==> src/rtl/rv_pkg.sv <==
// Shared RV32I decode constants for the ID stage: opcodes, ALU op classes,
// control-bundle bit positions and the immediate format selector.
package rv_pkg;

  localparam logic [6:0] OP_R      = 7'b0110011;
  localparam logic [6:0] OP_IMM    = 7'b0010011;
  localparam logic [6:0] OP_LOAD   = 7'b0000011;
  localparam logic [6:0] OP_STORE  = 7'b0100011;
  localparam logic [6:0] OP_BRANCH = 7'b1100011;

  localparam logic [1:0] ALU_OP_ADD    = 2'b00;
  localparam logic [1:0] ALU_OP_BRANCH = 2'b01;
  localparam logic [1:0] ALU_OP_FUNCT  = 2'b10;

  // Bit positions inside id_ex_ctrl
  localparam int CTRL_REG_WRITE  = 7;
  localparam int CTRL_MEM_READ   = 6;
  localparam int CTRL_MEM_WRITE  = 5;
  localparam int CTRL_MEM_TO_REG = 4;
  localparam int CTRL_ALU_SRC    = 3;
  localparam int CTRL_BRANCH     = 2;
  localparam int CTRL_ALU_OP_HI  = 1;
  localparam int CTRL_ALU_OP_LO  = 0;

  typedef enum logic [1:0] {
    IMM_NONE,
    IMM_I,
    IMM_S,
    IMM_B
  } imm_fmt_e;

  function automatic logic [7:0] pack_ctrl(
    input logic       reg_write,
    input logic       mem_read,
    input logic       mem_write,
    input logic       mem_to_reg,
    input logic       alu_src,
    input logic       branch,
    input logic [1:0] alu_op
  );
    logic [7:0] c;
    c = '0;
    c[CTRL_REG_WRITE]  = reg_write;
    c[CTRL_MEM_READ]   = mem_read;
    c[CTRL_MEM_WRITE]  = mem_write;
    c[CTRL_MEM_TO_REG] = mem_to_reg;
    c[CTRL_ALU_SRC]    = alu_src;
    c[CTRL_BRANCH]     = branch;
    c[CTRL_ALU_OP_HI]  = alu_op[1];
    c[CTRL_ALU_OP_LO]  = alu_op[0];
    return c;
  endfunction

endpackage

==> src/rtl/regfile.sv <==
// 32-entry architectural register file: two async read ports with
// write-through bypass, one write port committed on the rising edge.
module regfile #(
  parameter int XLEN     = 32,
  parameter bit RF_RESET = 1'b1
) (
  input  logic            clock,
  input  logic            reset,
  input  logic [4:0]      raddr1,
  input  logic [4:0]      raddr2,
  output logic [XLEN-1:0] rdata1,
  output logic [XLEN-1:0] rdata2,
  input  logic            we,
  input  logic [4:0]      waddr,
  input  logic [XLEN-1:0] wdata
);

  logic [XLEN-1:0] regs [32];
  logic            wr_live;

  assign wr_live = we && (waddr != 5'd0);

  always_ff @(posedge clock) begin
    if (RF_RESET && reset) begin
      for (int i = 0; i < 32; i++) regs[i] <= '0;
    end else if (wr_live) begin
      regs[waddr] <= wdata;
    end
  end

  // A value being written back this cycle is visible to the decode reading it.
  always_comb begin
    rdata1 = (raddr1 == 5'd0) ? '0 : regs[raddr1];
    if (wr_live && (waddr == raddr1)) rdata1 = wdata;
    rdata2 = (raddr2 == 5'd0) ? '0 : regs[raddr2];
    if (wr_live && (waddr == raddr2)) rdata2 = wdata;
  end

endmodule

==> src/rtl/id_stage.sv <==
// RV32I instruction-decode stage: register read, control decode, immediate
// generation, load-use hazard detection and the registered ID/EX bundle.
module id_stage
  import rv_pkg::*;
#(
  parameter int XLEN     = 32,
  parameter bit RF_RESET = 1'b1
) (
  input  logic            clock,
  input  logic            reset,
  input  logic [31:0]     if_id_instr,
  input  logic [XLEN-1:0] if_id_npc,
  input  logic            flush,
  input  logic            wb_we,
  input  logic [4:0]      wb_rd,
  input  logic [XLEN-1:0] wb_data,
  output logic            stall,
  output logic            id_ex_valid,
  output logic [XLEN-1:0] id_ex_pc,
  output logic [XLEN-1:0] id_ex_rs1_data,
  output logic [XLEN-1:0] id_ex_rs2_data,
  output logic [XLEN-1:0] id_ex_imm,
  output logic [4:0]      id_ex_rs1,
  output logic [4:0]      id_ex_rs2,
  output logic [4:0]      id_ex_rd,
  output logic [2:0]      id_ex_funct3,
  output logic            id_ex_funct7b5,
  output logic [7:0]      id_ex_ctrl,
  output logic            id_ex_illegal
);

  logic [6:0]      opcode;
  logic [4:0]      rs1;
  logic [4:0]      rs2;
  logic [4:0]      rd;
  logic [2:0]      funct3;
  logic            funct7b5;
  logic [XLEN-1:0] rs1_data;
  logic [XLEN-1:0] rs2_data;
  logic [XLEN-1:0] imm;
  logic [7:0]      ctrl;
  logic            illegal;
  logic            use_rs1;
  logic            use_rs2;
  imm_fmt_e        imm_fmt;
  logic            load_use;

  assign opcode   = if_id_instr[6:0];
  assign rd       = if_id_instr[11:7];
  assign funct3   = if_id_instr[14:12];
  assign rs1      = if_id_instr[19:15];
  assign rs2      = if_id_instr[24:20];
  assign funct7b5 = if_id_instr[30];

  regfile #(
    .XLEN     (XLEN),
    .RF_RESET (RF_RESET)
  ) u_regfile (
    .clock  (clock),
    .reset  (reset),
    .raddr1 (rs1),
    .raddr2 (rs2),
    .rdata1 (rs1_data),
    .rdata2 (rs2_data),
    .we     (wb_we),
    .waddr  (wb_rd),
    .wdata  (wb_data)
  );

  always_comb begin
    ctrl    = '0;
    illegal = 1'b0;
    use_rs1 = 1'b0;
    use_rs2 = 1'b0;
    imm_fmt = IMM_NONE;
    case (opcode)
      OP_R: begin
        ctrl    = pack_ctrl(1'b1, 1'b0, 1'b0, 1'b0, 1'b0, 1'b0, ALU_OP_FUNCT);
        use_rs1 = 1'b1;
        use_rs2 = 1'b1;
      end
      OP_IMM: begin
        ctrl    = pack_ctrl(1'b1, 1'b0, 1'b0, 1'b0, 1'b1, 1'b0, ALU_OP_FUNCT);
        use_rs1 = 1'b1;
        imm_fmt = IMM_I;
      end
      OP_LOAD: begin
        ctrl    = pack_ctrl(1'b1, 1'b1, 1'b0, 1'b1, 1'b1, 1'b0, ALU_OP_ADD);
        use_rs1 = 1'b1;
        imm_fmt = IMM_I;
      end
      OP_STORE: begin
        ctrl    = pack_ctrl(1'b0, 1'b0, 1'b1, 1'b0, 1'b1, 1'b0, ALU_OP_ADD);
        use_rs1 = 1'b1;
        use_rs2 = 1'b1;
        imm_fmt = IMM_S;
      end
      OP_BRANCH: begin
        ctrl    = pack_ctrl(1'b0, 1'b0, 1'b0, 1'b0, 1'b0, 1'b1, ALU_OP_BRANCH);
        use_rs1 = 1'b1;
        use_rs2 = 1'b1;
        imm_fmt = IMM_B;
      end
      default: illegal = 1'b1;
    endcase
  end

  always_comb begin
    imm = '0;
    case (imm_fmt)
      IMM_I: imm = {{(XLEN-12){if_id_instr[31]}}, if_id_instr[31:20]};
      IMM_S: imm = {{(XLEN-12){if_id_instr[31]}}, if_id_instr[31:25], if_id_instr[11:7]};
      IMM_B: imm = {{(XLEN-13){if_id_instr[31]}}, if_id_instr[31], if_id_instr[7],
                    if_id_instr[30:25], if_id_instr[11:8], 1'b0};
      default: imm = '0;
    endcase
  end

  // A load in EX whose destination feeds this instruction needs one bubble.
  assign load_use = id_ex_valid && id_ex_ctrl[CTRL_MEM_READ] && (id_ex_rd != 5'd0) &&
                    ((use_rs1 && (rs1 == id_ex_rd)) || (use_rs2 && (rs2 == id_ex_rd)));

  // A squashed instruction must never freeze fetch.
  assign stall = load_use && !flush;

  always_ff @(posedge clock) begin
    if (reset || flush || load_use) begin
      id_ex_valid    <= 1'b0;
      id_ex_pc       <= '0;
      id_ex_rs1_data <= '0;
      id_ex_rs2_data <= '0;
      id_ex_imm      <= '0;
      id_ex_rs1      <= '0;
      id_ex_rs2      <= '0;
      id_ex_rd       <= '0;
      id_ex_funct3   <= '0;
      id_ex_funct7b5 <= 1'b0;
      id_ex_ctrl     <= '0;
      id_ex_illegal  <= 1'b0;
    end else begin
      id_ex_valid    <= 1'b1;
      id_ex_pc       <= if_id_npc - XLEN'(4);
      id_ex_rs1_data <= rs1_data;
      id_ex_rs2_data <= rs2_data;
      id_ex_imm      <= imm;
      id_ex_rs1      <= rs1;
      id_ex_rs2      <= rs2;
      id_ex_rd       <= rd;
      id_ex_funct3   <= funct3;
      id_ex_funct7b5 <= funct7b5;
      id_ex_ctrl     <= ctrl;
      id_ex_illegal  <= illegal;
    end
  end

endmodule

==> config.mk <==
export PLATFORM = sky130hd
export DESIGN_NAME = id_stage
export DESIGN_NICKNAME = d
export VERILOG_FILES = /design/src/rtl/rv_pkg.sv /design/src/rtl/regfile.sv /design/src/rtl/id_stage.sv
export SDC_FILE = /design/constraint.sdc
export NUM_CORES = 2
export LEC_CHECK = 0
export ABC_AREA = 1
export BUFFER_PORTS_ARGS = -buffer_cell sky130_fd_sc_hd__buf_2
export CORE_AREA = 2 2 402 404
export CTS_BUF_LIST = sky130_fd_sc_hd__clkbuf_2
export DETAILED_ROUTE_END_ITERATION = 8
export DIE_AREA = 0 0 404 406
export SLEW_MARGIN = 20
export SYNTH_ARGS = -nofsm -noshare
export SYNTH_HDL_FRONTEND = slang
export SYNTH_SLANG_ARGS = --single-unit
==> constraint.sdc <==
create_clock -name clock -period 3.3 [get_ports clock]
set_clock_uncertainty 0.1 [all_clocks]
set_input_delay 0.66 -clock clock [delete_from_list [all_inputs] [get_ports clock]]
set_output_delay 0.66 -clock clock [all_outputs]
set_load 0.02 [all_outputs]
==> impl_results.md <==
* Post-DP Area at roughly 0.067 mm²
* Hold Slack at about 0.036 ns
* Outcome: complete, but fails checks
* CP max FO at 4
* Synth Register Bits at 1160
* Hpwl dp at around 150 mm
* H-tree levels at 5
* Latest clock arrival within the worst-skew pair at roughly 1.8 ns
* Worst Tran Pin Value at around 1.3 ns
* GRT overflow at 0
* Pwr Density at 450 mW/mm²
* Num rows at between 100 and 150
* Peak supply drop at between 0.4 and 0.5 mV
* R2R Path Start: u_regfile.regs[27][26]$_SDFFCE_PN0P_
* Setup crit end kind: output port
* Startpoint types: flop
* DP Cell Count at 9765
* Unrepaired setup endpoints after global routing: true
* Setup crit start: id_ex_rd[2]$_SDFF_PP0_
* Post-synthesis instance area at slightly above 0.06 mm²
* Share of post-route cells with drive strength above 1 at 14.6%
* Global-route wire length before repair at ~370 mm
* Sequential area share after synthesis at ~54%
* Final setup margin at -0.288 ns
* Initial DRC Count at slightly below 9000
* Total wire length at 260 mm
* CTS tree: yes
* Final nets at roughly 8400
* Final hold violation count at 0
* Setup Viol. Count Final at 4
* Failing checks: setup timing
* Final instance area at ~0.073 mm²
* Via count at between 60000 and 70000
* Largest net degree at the start of global routing at approximately 150
* Die area at between 0.15 and 0.2 mm²
* Layout Cells excl Fill at ~11000
* PortBufs at about 260
* Area leader, netlist: edfxtp_1
* FMAX at 279 MHz
* Worst slew margin at roughly 17%
* P_leak at about 32 nW
* Initial antenna violation count at 10
* Ys Warns at 0
* Design Power at 0.0328 W
* Worst EP arrival at between 2 and 3 ns
* Yosys cell types at 31
* Mapped Avg Cell Area at around 8 µm²
* Root Driver: clkbuf_2
* Period utilization at 109%
* Starting density of the core at slightly below 40%
* Clock buffer count from CTS at roughly 330
* MaxCap Viol Count at 0
* Cell count after synthesis at approximately 7700
* Area delta synth->final at 17.8%
* GR Util All Layers at 30.7%
* Ranking of synthesized cells by area: edfxtp_1 50%, nand2_1 11%, nor2_1 8.7%
* Die W at roughly 400 µm
* CP Class: reg -> out
* First-pass DRT Iterations at 8
* Die Ht at ~410 µm
* CTS clk-pin slew, worst paths at ~0.090 ns
* Final ANT Viol Nets at 0
* Fin crit period at approximately 3.6 ns
* Residual DRC count at 0
* Core Region at between 0.15 and 0.2 mm²
* Area fraction of the dominant cell type after synthesis at around 50%
* Clock buffer depth at 4
* Launch point of the worst hold path: if_id_instr[15]
* WP data required at around 2.5 ns
* Final Util at around 46%
* Worst hold-check path type: in -> reg
* RePlAce Congestion at about 0.94
* Vias in the first global route at approximately 58000
* Post-DR wirelength/cell at about 25 µm
* Fin. max-slew vios at 0
* Vias per std cell at about 5.7
* IO Pins at roughly 260
* Sink Count at between 1000 and 1500
where the power goes:
| group | switching (W) | internal [W] | total (W) | leakage (nW) |
|---|---|---|---|---|
| registers | 0.000386 | 0.0167 | 0.0171 | 10.9 |
| clock network | 0.00644 | 0.00390 | 0.0103 | 2.16 |
| logic | 0.00371 | 0.00166 | 0.00537 | 18.5 |
flip-flops by register name, summed over array words and instances, names as in the netlist, 3 cells and up:
| signal | cells |
|---|---|
| id_ex_ctrl | 6 |
| id_ex_rs2 | 5 |
| id_ex_imm | 13 |
| id_ex_funct3 | 3 |
| id_ex_rs2_data | 32 |
| id_ex_pc | 32 |
| id_ex_rs1_data | 32 |
| id_ex_rs1 | 5 |
| id_ex_rd | 5 |
| u_regfile.regs | 1024 |
layer usage:
layer / track usage, % / routed length [µm] / vias up
met5: 0 / 9 / -
met3: 7.82 / 34000 / 885
met1: 39.0 / 96700 / 28500
met4: 19.6 / 17200 / 2
met2: 46.7 / 112000 / 4502
li1: - / - / 26700
per-stage QoR:
| step | TNS [ns] | setup slack, ns |
|---|---|---|
| floorplan | 0 | 0.282 |
| global placement | 0 | 0.373 |
| detailed placement | 0 | 0.402 |
| CTS | -1.85 | -0.403 |
| global route | -0.515 | -0.424 |
| finish | -0.429 | -0.288 |
cell usage in the layout, fill, tap and decap left out, types with 125 or more instances in the layout:
cell type,instances
dlygate4sd3_1,287
a21oi_1,476
o211ai_1,190
dfxtp_1,125
buf_2,254
nor2_1,1426
o21ai_0,382
nand3_1,869
clkbuf_2,494
nand2_1,1797
inv_1,561
edfxtp_1,1024
buf_4,195
repair_timing:
action | CTS | global route
gates resized for setup | 18 | 26
pin swaps | 4 | 4
endpoints found under the setup margin | 28 | 18
hold endpoints to repair | 2152 | 11
hold buffers | 290 | 6
cloned | 0 | 4
buffers inserted | 2 | 0
cells in the mapped netlist:
library cell,count
nand2_1,1858
nor2_1,1432
edfxtp_1,1024
nand3_1,874
inv_1,566
a21oi_1,476
o21ai_0,383
clkbuf_1,343
buf_2,209
o211ai_1,190
dfxtp_1,136
buf_1,78
or2_2,64
buf_4,33
xor2_1,17
nor3_1,14
xnor2_1,9
nand4_1,8
o21ai_1,8
inv_2,7
clkinv_1,3
nor4_2,2
and3_1,1
buf_6,1
conb_1,1
ha_1,1
nand3b_1,1
nor2_4,1
nor3_2,1
nor4_1,1
o31ai_1,1
critical path: stages (launching register included):
cell and delay [ns]:
dfxtp_4 0.38, nor3_1 0.23, nand2_1 0.13, nand3_1 0.12, nor2_2 0.05, nand2_2 0.08
nor2_2 0.04, buf_6 0.12
cell type report:
type | instances | area, µm²
clock inverters | 50 | 195
diodes | 13 | 32.5
repair inverters | 1 | 8.76
flip-flops and latches | 1160 | 33500
clock buffers | 494 | 2470
inverters | 576 | 2240
well taps | 2086 | 2610
multi-input cells | 5374 | 23700
fillers | 15400 | 86800
repair buffers | 864 | 8130
kinds of logic (layout without fill, tap and decap cells):
logic type	after synthesis	in the layout	synth area share [%]
xor+xnor	26	26	0.368
simple gates	4257	4257	28.0
compound gates	1058	1058	9.33
fa+ha+maj	1	1	0.0202
other cells	1	45	0.00606
flops	1160	1160	54.1
buf+inv	1240	1985	8.16
worst paths after layout:
path / end / slack [ns] / depth (start not counted)
worst max-delay path: stall / -0.29 / 7
worst min-delay path: id_ex_rs1_data[15]$_SDFF_PP0_ / 0.04 / 8
worst max register to register: id_ex_rs2_data[26]$_SDFF_PP0_ / 0.14 / 11
worst min register to register: id_ex_rs1_data[31]$_SDFF_PP0_ / 0.75 / 6
Note: power is estimated with default switching activity, not from simulation.
